<file path="src/rtl/aer_rx_receiver.sv">
// AER 4-phase bundled-data receiver: synchronises REQ, captures the address, pushes one event per handshake into the spike FIFO.
// Optional accepted-event counter (EVT_CNT_o, CNT_CLR_i) is built when AER_RX_EVT_CNT_EN is defined.
module aer_rx_receiver #(
  parameter int M           = 8,
  parameter int SYNC_STAGES = 2
`ifdef AER_RX_EVT_CNT_EN
  ,
  parameter int CNT_W       = 16
`endif
) (
  input  logic             CLK,
  input  logic             RSTN,
  input  logic             RX_EN_i,
  input  logic             AER_REQ_i,
  input  logic [M-1:0]     AER_ADDR_i,
  output logic             AER_ACK_o,
  input  logic             FIFO_full_i,
  output logic             FIFO_w_en_o,
  output logic [M-1:0]     FIFO_w_data_o,
  output logic             BUSY_o,
  output logic [1:0]       STATE_o
`ifdef AER_RX_EVT_CNT_EN
  ,
  output logic [CNT_W-1:0] EVT_CNT_o,
  input  logic             CNT_CLR_i
`endif
);

  typedef enum logic [1:0] {
    S_RESYNC = 2'd0,
    S_IDLE   = 2'd1,
    S_PUSH   = 2'd2,
    S_ACK    = 2'd3
  } state_t;

  // Handshake: an event is taken when req_s is high in IDLE; ACK rises only
  // on the edge ending the write cycle and falls once req_s is seen low.
  state_t                 state_q, state_d;
  logic [SYNC_STAGES-1:0] sync_q, sync_d;
  logic                   ack_q, ack_d;
  logic [M-1:0]           addr_q, addr_d;
  logic                   req_s;
  logic                   w_en;

  // Stages reset high so a REQ held across reset is never mistaken for a new rising edge.
  assign sync_d = {sync_q[SYNC_STAGES-2:0], AER_REQ_i};
  assign req_s  = sync_q[SYNC_STAGES-1];

  always_comb begin
    state_d = state_q;
    ack_d   = ack_q;
    addr_d  = addr_q;
    w_en    = 1'b0;
    case (state_q)
      S_RESYNC: if (!req_s) state_d = S_IDLE;
      S_IDLE: begin
        if (req_s && RX_EN_i) begin
          addr_d  = AER_ADDR_i;
          state_d = S_PUSH;
        end
      end
      S_PUSH: begin
        if (!FIFO_full_i) begin
          w_en    = 1'b1;
          ack_d   = 1'b1;
          state_d = S_ACK;
        end
      end
      S_ACK: begin
        if (!req_s) begin
          ack_d   = 1'b0;
          state_d = S_IDLE;
        end
      end
      default: state_d = S_RESYNC;
    endcase
  end

  always_ff @(posedge CLK or negedge RSTN) begin
    if (!RSTN) begin
      state_q <= S_RESYNC;
      sync_q  <= '1;
      ack_q   <= 1'b0;
      addr_q  <= '0;
    end else begin
      state_q <= state_d;
      sync_q  <= sync_d;
      ack_q   <= ack_d;
      addr_q  <= addr_d;
    end
  end

  assign AER_ACK_o     = ack_q;
  assign FIFO_w_en_o   = w_en;
  assign FIFO_w_data_o = addr_q;
  assign BUSY_o        = (state_q != S_IDLE);
  assign STATE_o       = state_q;

`ifdef AER_RX_EVT_CNT_EN
  logic [CNT_W-1:0] cnt_q, cnt_d;

  // Clear wins over a coincident write.
  always_comb begin
    cnt_d = cnt_q;
    if (CNT_CLR_i)  cnt_d = '0;
    else if (w_en)  cnt_d = cnt_q + CNT_W'(1);
  end

  always_ff @(posedge CLK or negedge RSTN) begin
    if (!RSTN) cnt_q <= '0;
    else       cnt_q <= cnt_d;
  end

  assign EVT_CNT_o = cnt_q;
`endif

endmodule

</file>
<file path="config.mk">
export PLATFORM = sky130hd
export DESIGN_NAME = aer_rx_receiver
export DESIGN_NICKNAME = d
export VERILOG_FILES = /design/src/rtl/aer_rx_receiver.sv
export SDC_FILE = /design/constraint.sdc
export NUM_CORES = 1
export LEC_CHECK = 0
export BUFFER_PORTS_ARGS = -buffer_cell sky130_fd_sc_hd__buf_2
export CAP_MARGIN = 20
export CORE_MARGIN = 4
export CORE_UTILIZATION = 39
export CTS_CLUSTER_SIZE = 30
export DETAILED_ROUTE_END_ITERATION = 10
export GPL_ROUTABILITY_DRIVEN = 0
export GPL_TIMING_DRIVEN = 1
export PLACE_DENSITY_LB_ADDON = 0.25
export SETUP_SLACK_MARGIN = 0.3
export SYNTH_ARGS = -nofsm -noshare
export SYNTH_HDL_FRONTEND = slang
export SYNTH_SLANG_ARGS = --single-unit
</file>
<file path="constraint.sdc">
create_clock -name CLK -period 1.3 [get_ports CLK]
set_input_delay 0 -clock CLK [delete_from_list [all_inputs] [get_ports CLK]]
set_output_delay 0 -clock CLK [all_outputs]
set_load 0.02 [all_outputs]
</file>
Yosys cells after proc, flatten, opt, wreduce, memory -nomap -nowiden
Index checks and enable logic that the tools add are counted.
{ "classes": {"n_addsub": 0, "multipliers": 0, "div_mod_pow": 0, "magnitude_cmp": 0, "eq_ne": 8, "shifts": 0, "n_mux": 9, "bitwise_logic": 0, "reduce_logical": 7} }
{ "ops": {"columns": ["cell", "n"], "rows": [
  ["2-bit inequality test, second input constant", 4],
  ["2-bit two-way mux", 3],
  ["2-bit case mux with 3 select lines", 1],
  ["3-bit AND reduction", 2],
  ["2-bit == test, second input constant", 2],
  ["1-bit two-way mux", 4],
  ["2-bit by 1-bit == test with 1-bit output, second input constant", 1],
  ["2-bit logical NOT", 1],
  ["2-bit by 1-bit inequality test with 1-bit output, second input constant", 1],
  ["1-bit case mux with 2 select lines", 1],
  ["2-bit AND reduction", 1],
  ["2-bit nonzero test", 1],
  ["2-bit OR reduction", 1],
  ["1-bit logical AND", 1]
]} }
{ "word_totals": {"reg_bits": 13, "latch_bits": 0, "ramBits": 0, "mem_bits_ro": 0, "in_bits": 13, "output_inout_bits": 13, "memories": 0} }

Logic depth before layout (Yosys ltp)
Gate-level depths: netlist (run 1).
{ "logic_depth": {"word_depth": 4, "ltp_mapped": 5, "mapped_depth_nobuf": 5} }

Worst setup path before layout (run 1)
Ideal clock, no wire load.
{ "synth_path": {"path_kind": "register to register", "start": "reg state_q[0], in the netlist STATE_o[0]", "end": "reg ack_q, in the netlist AER_ACK_o", "setup_ns": 0.082, "t_arrival_ns": 1.344, "path_slack_ns": -0.126, "path_stages_with_launch": 6, "synth_period_minus_slack_ns": 1.426, "cell_sequence": "dfrtp_1 -> inv_1 -> ha_1 -> nor2b_1 -> nor2_1 -> o22ai_1"} }
{ "synth_via": {"elab_chain_len": 3, "word_cells_on_any_way": 7, "cone_classes": "4 x eq/ne; 1 x mux; 2 x reduce/logical"} }
{ "synth_lines": {"columns": ["item", "line", "text"], "rows": [
  ["start, declared", "38", "state_t state_q, state_d;"],
  ["start signal, assigned", "86", "state_q <= state_d;"],
  ["2-bit == test", "54", "case (state_q)"],
  ["2-bit inequality test (no line) / 2-bit nonzero test (equally long branches)", null, null],
  ["3-bit AND reduction (no line)", null, null],
  ["end signal, assigned", "88", "ack_q <= ack_d;"],
  ["end, declared", "40", "logic ack_q, ack_d;"]
]} }
Parallel ways exist; a longest one is shown, timed or not.
A chain may end at the register's enable or synchronous reset.

Final worst setup path (run 1)
{ "layout_path": {"start": "reg state_q[1], in the netlist STATE_o[1]", "end": "reg state_q[0], in the netlist STATE_o[0]"} }
{ "layout_via": {"elab_chain_len": 4, "word_cells_on_any_way": 10, "cone_classes": "6 x eq/ne; 1 x mux; 3 x reduce/logical"} }
{ "layout_lines": {"columns": ["item", "line"], "rows": [
  ["2-bit == test / 2-bit logical NOT (equally long branches)", "54"],
  ["2-bit OR reduction (no line)", null],
  ["2-bit inequality test (no line)", null],
  ["3-bit AND reduction (no line)", null]
]} }
Parallel ways exist; a longest one is shown, timed or not.

==> results.toml, run 1 <==
[critical_path]
crit_required_ns = 1.45
max_stage_delay_ns = 0.45
critPathLaunchType = "register"
path_cells = "inv_2, ha_4, nand3_4, a211oi_1, a21oi_2"
critPathKind = "register to register"
end_kind = "register"
cp_slowest_cell = "dfrtp_2"
cp.arrival_ns = 1.46
critPathMaxFanout = 5

[synth]
ys_seq_elements = 13
avgSynthCellArea_um2 = 14.0
syn_area_um2 = 558
synth_compound_gate_area_share = 0.0897
synth.net_count = 56
muxShareOfSynthArea = 0.161
synthCells = 40
synth_seq_area_share = 0.587
synth_top_family_by_area = "multiplexers"
synthAdderAreaFrac = 0.0673
synthXorXnorAreaFrac = 0
synth_cell_types = 16
synthSimpleGateAreaFrac = 0.0673
ys_warn_count = 0

[sta]
hold_viol = 0
fin_skew_ns = 0.00475
setup_violations = 1
fin_crit_ns = 1.32
timing.slew.headroom = 0.790
finalMaxSlewViolations = 0
clock.fmax_mhz = 760
rsz0062_at_grt = "true"
fin_crit_sh = 1.01
max_slew.worst_pin.slew_ns = 0.313
setup_ws_ns = -0.0155

[cts]
numCtsBuffers = 3
clockBufferDepth = 2
cts_sinks = 13
path_clk_slew_ns = 0.08
htreeDepth = 1
insertion_delay_ns = 0.26
cts_tree = "built"
cts-root-buf = "clkbuf_4"

[routing]
met3_wirelength_um = 69
routed-wl-met2_um = 690
drc = 0
top_layer = "met4"
wl_um = 1290
drt_iter0_drc = 4
dr.pass1.iters = 2
avgViaCountPerCell = 4.73
wl_met1_um = 519
vias = 464
wl_per_cell_um = 13.2
antenna_left = 0

[power_and_ir_drop]
power.density_nw_per_um2 = 2340
p_leak_nw = 0.446
ir_worst_vdd_mv = 1.41
power.total_w = 0.00220

[final_layout]
n_fill_cell = 93
syn2layout_area_growth_pct = 68.6
drive_above_1_share = 0.639
design_area_um2 = 941
final_util = 0.714
final_common_cell = "buf_2"
diodes = 0
final_nets = 100
mostFrequentLayoutCells = "22 x buf_2, 10 x dlygate4sd3_1, 9 x dfrtp_1"

[floorplanning]
fp.dieArea_um2 = 2100
io_pins = 26
chipWidth_um = 45.8
start_util = 0.424
rows = 13
core_area_um2 = 1320
die_y_um = 45.8

[grt]
grt_pass1_vias = 505
overflow = 0
grt_pass1_wl_um = 2130
antenna_found_initial = 0
grt.total_usage = 0.144
grt_max_degree = 14

[run]
cap_viol_max_count = 0

[placed_design]
port_buffers = 25
place_area_um2 = 732
dp_hpwl_um = 893

[min_path]
hold_path.class = "input port to register"

[run_status]
violations = "setup timing"
status = "finished, violations left"
cells by family after synthesis:
| family | count (synthesis) |
|---|---|
| adders and majority gates | 3 |
| muxes | 8 |
| DFF | 13 |
| buffers and inverters | 4 |
| and+or+nand+nor | 5 |
| AOI/OAI and AO/OA | 7 |
worst max-delay path: cells and delay by family (launching register included):
family / cells / cell delay, ns
AOI/OAI and AO/OA: 2 / 0.38
DFF: 1 / 0.45
adders and majority gates: 1 / 0.18
buffers and inverters: 1 / 0.09
and+or+nand+nor: 1 / 0.11
report_power, final:
group / switching, W / internal, W / total [W]
Clock: 0.000119 / 0.000119 / 0.000237
Sequential: 0.000123 / 0.000585 / 0.000708
Combinational: 0.000616 / 0.000641 / 0.00126
Total: 0.000857 / 0.00135 / 0.00220
flip-flops by register name, indices dropped and copies added (netlist names):
register	flops
FIFO_w_data_o	8
AER_ACK_o	1
STATE_o	2
sync_q	2
repair_timing:
| item | 4_1_cts | 5_1_grt |
|---|---|---|
| hold buffers | 10 | 0 |
| pin swaps | 0 | 1 |
| endpoints found under the setup margin | 13 | 14 |
| gates resized for setup | 5 | 9 |
| cloned | 1 | 0 |
| hold endpoints to repair | 22 | 0 |
| setup buffers | 2 | 1 |
metrics by stage:
stage / setup TNS, ns / cells / worst slack [ns] / hold slack, ns
after CTS: 0 / 97 / 0.0335 / 0.0741
final: -0.0155 / 98 / -0.0155 / 0.123
after global placement: 0 / 80 / 0.0459 / -0.101
after floorplan: 0 / 40 / 0.0259 / -0.296
after detailed placement: 0 / 80 / 0.0344 / -0.105
after global routing: -0.0618 / 98 / -0.0618 / 0.129
final timing paths:
kind	startpoint	end	slack, ns	cells past startpoint
min reg2reg	sync_q[0]	sync_q[1]	0.36	0
min in group asynchronous	RSTN	FIFO_w_data_o[3]	0.14	2
min	FIFO_full_i	STATE_o[0]	0.12	3
max reg2reg	STATE_o[1]	STATE_o[0]	-0.02	5
max in group asynchronous	RSTN	sync_q[0]	0.89	2
max	STATE_o[1]	STATE_o[0]	-0.02	5
layer usage:
| layer | up-vias | track usage |
|---|---|---|
| met5 | - | 0 |
| met4 | 0 | 0.0682 |
| met3 | 2 | 0.0237 |
| met2 | 13 | 0.242 |
| met1 | 221 | 0.177 |
| li1 | 228 | - |
area by class of cell:
class	count	area, µm²	area share
clock buffer	4	26.3	0.0279
timing repair buffer	38	267	0.283
tap	15	18.8	0.0199
inverter	4	15.0	0.0160
sequential	13	330	0.351
multi-input combinational	24	284	0.302
synth_stat cells, drive strengths merged:
library cell / count / area (µm²)
nor2b: 1 / 6.26
nand2: 1 / 3.75
dfrtp: 11 / 275
nand3: 1 / 17.5
ha: 3 / 37.5
nor2: 1 / 3.75
mux2: 8 / 90.1
and2: 1 / 6.26
inv: 4 / 15.0
a211oi: 1 / 7.51
a221o: 2 / 21.3
a21oi: 2 / 10.0
dfstp: 2 / 52.6
o22ai: 1 / 6.26
o21ai: 1 / 5.00
No activity file was read; power rests on OpenSTA's default activity.
==> run 2, diff against run 1 <==
Settings changed: CORE_UTILIZATION 39 to 40.
Clock period 1.3 ns to 1.7 ns, I/O delays scaled along.
==> run 2 against run 1 <==
Total power is 33% lower. The flow now finishes without violations. Worst hold slack worse by 0.020 ns. Sequential cell count did not move. Clock-buffer cell count unchanged. Register-to-register slack better by 0.34 ns. Utilization is 5.8 points lower. Sequential share of layout area up 3.5 points. Cell count fell by 3.1%. Wire length shrank 8.3%. Non-clock buffer count shrank 2. Critical path depth decreased by 1. Largest power group unchanged.
==> results.toml, run 2 (synthesis results as in run 1) <==
[run_status]
status = "finished, final reports clean"

[floorplanning]
rows = 13
io_pins = 26
core_area_um2 = 1300
chipWidth_um = 45.4
fp.dieArea_um2 = 2060
die_y_um = 45.4
start_util = 0.429

[final_layout]
final_util = 0.656
mostFrequentLayoutCells = "25 x buf_2, 10 x dfrtp_1, 10 x dlygate4sd3_1"
final_nets = 97
largest_reg_flops = 8
drive_above_1_share = 0.600
diodes = 0
syn2layout_area_growth_pct = 52.9
n_fill_cell = 104
design_area_um2 = 853
multi_input_comb_area_um2 = 231
final_common_cell = "buf_2"
seqCellArea_um2 = 329

[grt]
antenna_found_initial = 0
overflow = 0
grt_pass1_vias = 443
grt_max_degree = 14
grt.total_usage = 0.127
grt_pass1_wl_um = 1880

[power_and_ir_drop]
comb_power_share = 0.525
clockPowerShare = 0.123
power.total_w = 0.00147
p_seq_frac = 0.352
power.density_nw_per_um2 = 1730
sw_frac_of_total = 0.402
p_leak_nw = 0.408
power.switching_w = 0.000592
ir_worst_vdd_mv = 1.03
p_int_w = 0.000881

[routing]
drc = 0
avgViaCountPerCell = 4.81
wl_per_cell_um = 12.5
antenna_left = 0
dr.pass1.iters = 1
wl_um = 1190
vias = 457
drt_iter0_drc = 0

[critical_path]
critPathKind = "register to register"
critPathMaxFanout = 3
r2r_cells = 4
rr_startpoint = "STATE_o[0]"
end_kind = "register"
r2r_setup_slack_ns = 0.33
critPathLaunchType = "register"
crit_family = "compound AO/OA/AOI/OAI gates"
cp_slowest_cell = "dfrtp_2"
max_stage_delay_ns = 0.43
worst-path-buf-inv = 1
path_cells = "inv_2, ha_2, a221o_2, a21oi_2"
r2r_end = "STATE_o[0]"
cp.arrival_ns = 1.56
crit_required_ns = 1.89

[min_path]
min_from = "FIFO_full_i"
hold_path.class = "input port to register"
whs_endpoint = "STATE_o[0]"
hold_path_depth = 3

[cts]
path_clk_slew_ns = 0.07
insertion_delay_ns = 0.27
numCtsBuffers = 3
cts_sinks = 13
cts_tree = "built"
htreeDepth = 1
cts-root-buf = "clkbuf_4"
clockBufferDepth = 2

[sta]
tns_ns = 0
setup_violations = 0
timing.slew.headroom = 0.813
fin_skew_ns = 0.00289
finalMaxSlewViolations = 0
max_slew.worst_pin.slew_ns = 0.281
clock.fmax_mhz = 729
rsz0062_at_grt = "false"
hold_ws_ns = 0.103
fin_crit_sh = 0.807
hold_viol = 0
fin_crit_ns = 1.37

[placed_design]
dp_hpwl_um = 832
port_buffers = 25
place_area_um2 = 706

[run]
cap_viol_max_count = 0
-- run 2: changes by cell type in the layout (fill, tap and decap cells not counted), sizes merged --
cell,change
nand3,-1
buf,-2
-- run 2: worst max-delay path by stage --
stage	from	endpoint	slack (ns)	depth (start not counted)
after detailed placement	STATE_o[0]	STATE_o[0]	0.32	4
after global routing	STATE_o[1]	FIFO_w_data_o[6]	0.30	4
after floorplan	STATE_o[1]	FIFO_w_data_o[0]	0.31	4
after CTS	STATE_o[0]	STATE_o[0]	0.30	4
final	STATE_o[0]	STATE_o[0]	0.33	4
after global placement	STATE_o[0]	STATE_o[0]	0.34	4
-- run 2: what timing repair did --
| action | in CTS | in global routing |
|---|---|---|
| buffers inserted | 0 | 1 |
| setup endpoints to repair | 0 | 10 |
| endpoints found under the hold margin | 22 | 0 |
| resized for setup | 0 | 5 |
| hold buffers | 10 | 0 |
-- run 2: cell type report --
| type | instances | area share |
|---|---|---|
| timing repair buffer | 36 | 0.273 |
| clock buffer | 4 | 0.0308 |
| tap | 15 | 0.0220 |
| multi-input combinational | 23 | 0.271 |
| inverter | 4 | 0.0176 |
| sequential | 13 | 0.386 |
-- run 2: metal layers --
metal	global-route usage	wire length (µm)	vias up
li1	-	-	221
met2	0.209	652	13
met1	0.153	462	223
met3	0.0598	71	0
met4	0.0175	0	0
met5	0	0	-
-- run 2: stage by stage --
| step | worst slack (ns) | std cells |
|---|---|---|
| floorplan | 0.312 | 40 |
| global placement | 0.343 | 80 |
| detailed placement | 0.316 | 80 |
| CTS | 0.301 | 94 |
| global route | 0.302 | 95 |
| finish | 0.328 | 95 |
-- run 2: worst min-delay path: cells and delay by family --
family | cells | cell delay (ns)
compound gates | 2 | 0.18
buf+inv | 1 | 0.14
-- run 2: power groups by stage --
stage / combinational, W / sequential (W) / clock [W]
global placement: 0.000705 / 0.000524 / 0
finish: 0.000773 / 0.000519 / 0.000181
detailed placement: 0.000707 / 0.000526 / 0
global route: 0.000835 / 0.000535 / 0.000205
floorplan: 0.000320 / 0.000683 / 0
CTS: 0.000725 / 0.000523 / 0.000190
==> run 3, diff against run 2 <==
Settings changed: ABC_AREA set to 1.
Clock period 1.7 ns to 1.4 ns, I/O delays scaled along.
==> run 3 against run 2 <==
Clock skew about the same. Synthesized cell count up 63%. Cell count up 31%. Largest power group unchanged. Sequential cell count unchanged. Worst hold slack better by 0.018 ns. Register-to-register slack worse by 0.05 ns. Critical endpoint is now BUSY_o. Highest routed layer is now met4. Sequential power up 28%. Total power up 47%. Critical path type is now register to primary output.
==> results.toml, run 3 <==
[synth]
synthCells = 65
synthXorXnorAreaFrac = 0
synth_compound_gate_area_share = 0.129
yosys-top-cells-area = "dfrtp_1 44%, o21ai_2 11%, nand2_1 9.7%, inv_1 9.1%, dfstp_2 8.5%"
async_flop_share = 1.00
synthSimpleGateAreaFrac = 0.173
ys_warn_count = 0
synth.net_count = 81
synth_most_common_cell = "nand2_1"
ys_seq_elements = 13
synth_top_area_cell = "dfrtp_1"
synth_top_flop_cell = "dfrtp_1"
syn_area_um2 = 621
synthAdderAreaFrac = 0.0605
avgSynthCellArea_um2 = 9.55
muxShareOfSynthArea = 0
synth_seq_area_share = 0.528
synth_edf_count = 0
synth_cell_types = 12
synth_top_area_frac = 0.444
ys_top_cells_by_count = "16 x nand2_1, 15 x inv_1, 11 x dfrtp_1, 8 x o21ai_2, 3 x ha_1"
synth_top_family_by_area = "simple AND/OR/NAND/NOR gates"

[power_and_ir_drop]
ir_worst_vdd_mv = 1.46
power.total_w = 0.00217
p_leak_nw = 0.541
power.density_nw_per_um2 = 2120

[grt]
antenna_found_initial = 0
grt_pass1_wl_um = 2460
grt_max_degree = 14
grt.total_usage = 0.160
overflow = 0
grt_pass1_vias = 584

[critical_path]
critPathMaxFanout = 4
max_stage_delay_ns = 0.44
path_cells = "inv_2, ha_4, inv_2, buf_6"
crit_top_cell = "inv_2"
critPathLaunchType = "register"
critPathKind = "register to primary output"
cp.arrival_ns = 1.17
cp_slowest_cell = "dfrtp_2"
end_kind = "primary output"
crit_required_ns = 1.40

[floorplanning]
start_util = 0.449
chipWidth_um = 47.4
fp.dieArea_um2 = 2250
die_y_um = 47.4
io_pins = 26
rows = 13
core_area_um2 = 1380

[sta]
clock.fmax_mhz = 856
finalMaxSlewViolations = 0
tns_ns = 0
timing.slew.headroom = 0.812
rsz0062_at_grt = "true"
max_slew.worst_pin.slew_ns = 0.282
setup_violations = 0
fin_crit_sh = 0.835
hold_viol = 0
setup_ws_ns = 0.232
fin_skew_ns = 0.00303
fin_crit_ns = 1.17

[placed_design]
dp_hpwl_um = 842
post-place-ws_ns = 0.227
dp.cells = 104
place_area_um2 = 776
port_buffers = 25

[final_layout]
final_common_cell = "buf_2"
design_area_um2 = 1020
diodes = 0
mostFrequentLayoutCells = "23 x buf_2, 11 x nand2_2, 10 x inv_1, 10 x dlygate4sd3_1, 9 x dfrtp_1"
layout.cells.non_filler = 124
final_nets = 126
syn2layout_area_growth_pct = 64.9
drive_above_1_share = 0.642
largest_reg_flops = 8

[cts]
clockBufferDepth = 2
cts-root-buf = "clkbuf_4"
cts_sinks = 13
htreeDepth = 1
insertion_delay_ns = 0.28
numCtsBuffers = 3
path_clk_slew_ns = 0.08
cts_tree = "built"

[routing]
avgViaCountPerCell = 4.60
vias = 570
antenna_left = 0
dr.pass1.iters = 4
drc = 0
drt_iter0_drc = 16
wl_um = 1440
wl_per_cell_um = 11.6

[run_status]
status = "finished, final reports clean"

[run]
cap_viol_max_count = 0

[min_path]
hold_path.class = "input port to async pin"
run 3: cell types whose count changed in the layout (fill, tap and decap cells not counted), moves of 5 or more:
cell / before / now
mux2_2: 8 / 0
o21ai_2: 0 / 8
nand2_2: 0 / 11
nand2_1: 1 / 6
inv_1: 3 / 10
run 3: area by class of cell:
cell class / count / area, µm²
clock buffers: 3 / 22.5
repair buffers: 40 / 275
flip-flops and latches: 13 / 330
clock inverters: 1 / 5.00
fillers: 94 / 359
inverters: 15 / 56.3
well taps: 15 / 18.8
multi-input cells: 37 / 315
run 3: logic make-up after synthesis:
kind of cell | count (synthesis)
AND/OR/NAND/NOR | 23
buffers and inverters | 16
flip-flops | 13
AO/OA/AOI/OAI | 10
adder cells (fa/ha/maj) | 3
run 3: critical path: cells and delay by family (launching register included):
kind                       cells  cell delay (ns)
adders and majority gates      1             0.18
DFF                            1             0.44
buffers and inverters          3             0.26
run 3: path summary, 6_finish.rpt:
path / cells past startpoint / slack [ns] / startpoint / endpoint
min in group CLK: 3 / 0.13 / RX_EN_i / FIFO_w_data_o[7]
min reg2reg: 0 / 0.36 / sync_q[0] / sync_q[1]
max reg2reg: 5 / 0.28 / sync_q[1] / STATE_o[0]
max: 4 / 0.23 / STATE_o[1] / BUSY_o
min: 2 / 0.12 / RSTN / FIFO_w_data_o[4]
max in group asynchronous: 2 / 1.01 / RSTN / sync_q[0]
run 3: power by group:
group	leakage, nW	switching (W)	internal, W
Clock	0.0177	0.000124	0.000106
Sequential	0.152	0.000126	0.000538
Combinational	0.371	0.000713	0.000564
Total	0.541	0.000962	0.00121
run 3: routing by layer:
layer,share of wire,routed length (µm),vias up,track usage
met2,0.52,743,18,0.262
met4,0.010,15,0,0.0663
li1,-,-,283,-
met1,0.40,573,267,0.190
met3,0.074,107,2,0.0575
met5,0,0,-,0
run 3: repair_timing:
item | CTS | global route
gates cloned | 1 | 0
hold buffers | 10 | 0
resized for setup | 18 | 8
endpoints found under the hold margin | 22 | 0
buffers inserted | 4 | 1
endpoints found under the setup margin | 13 | 13
pin swaps | 3 | 2
run 3: stage by stage:
stage	hold WS (ns)	utilization
after CTS	0.116	0.719
after detailed placement	-0.106	0.561
after global routing	0.130	0.740
after global placement	-0.0997	0.561
after floorplan	-0.296	-
final	0.122	0.740
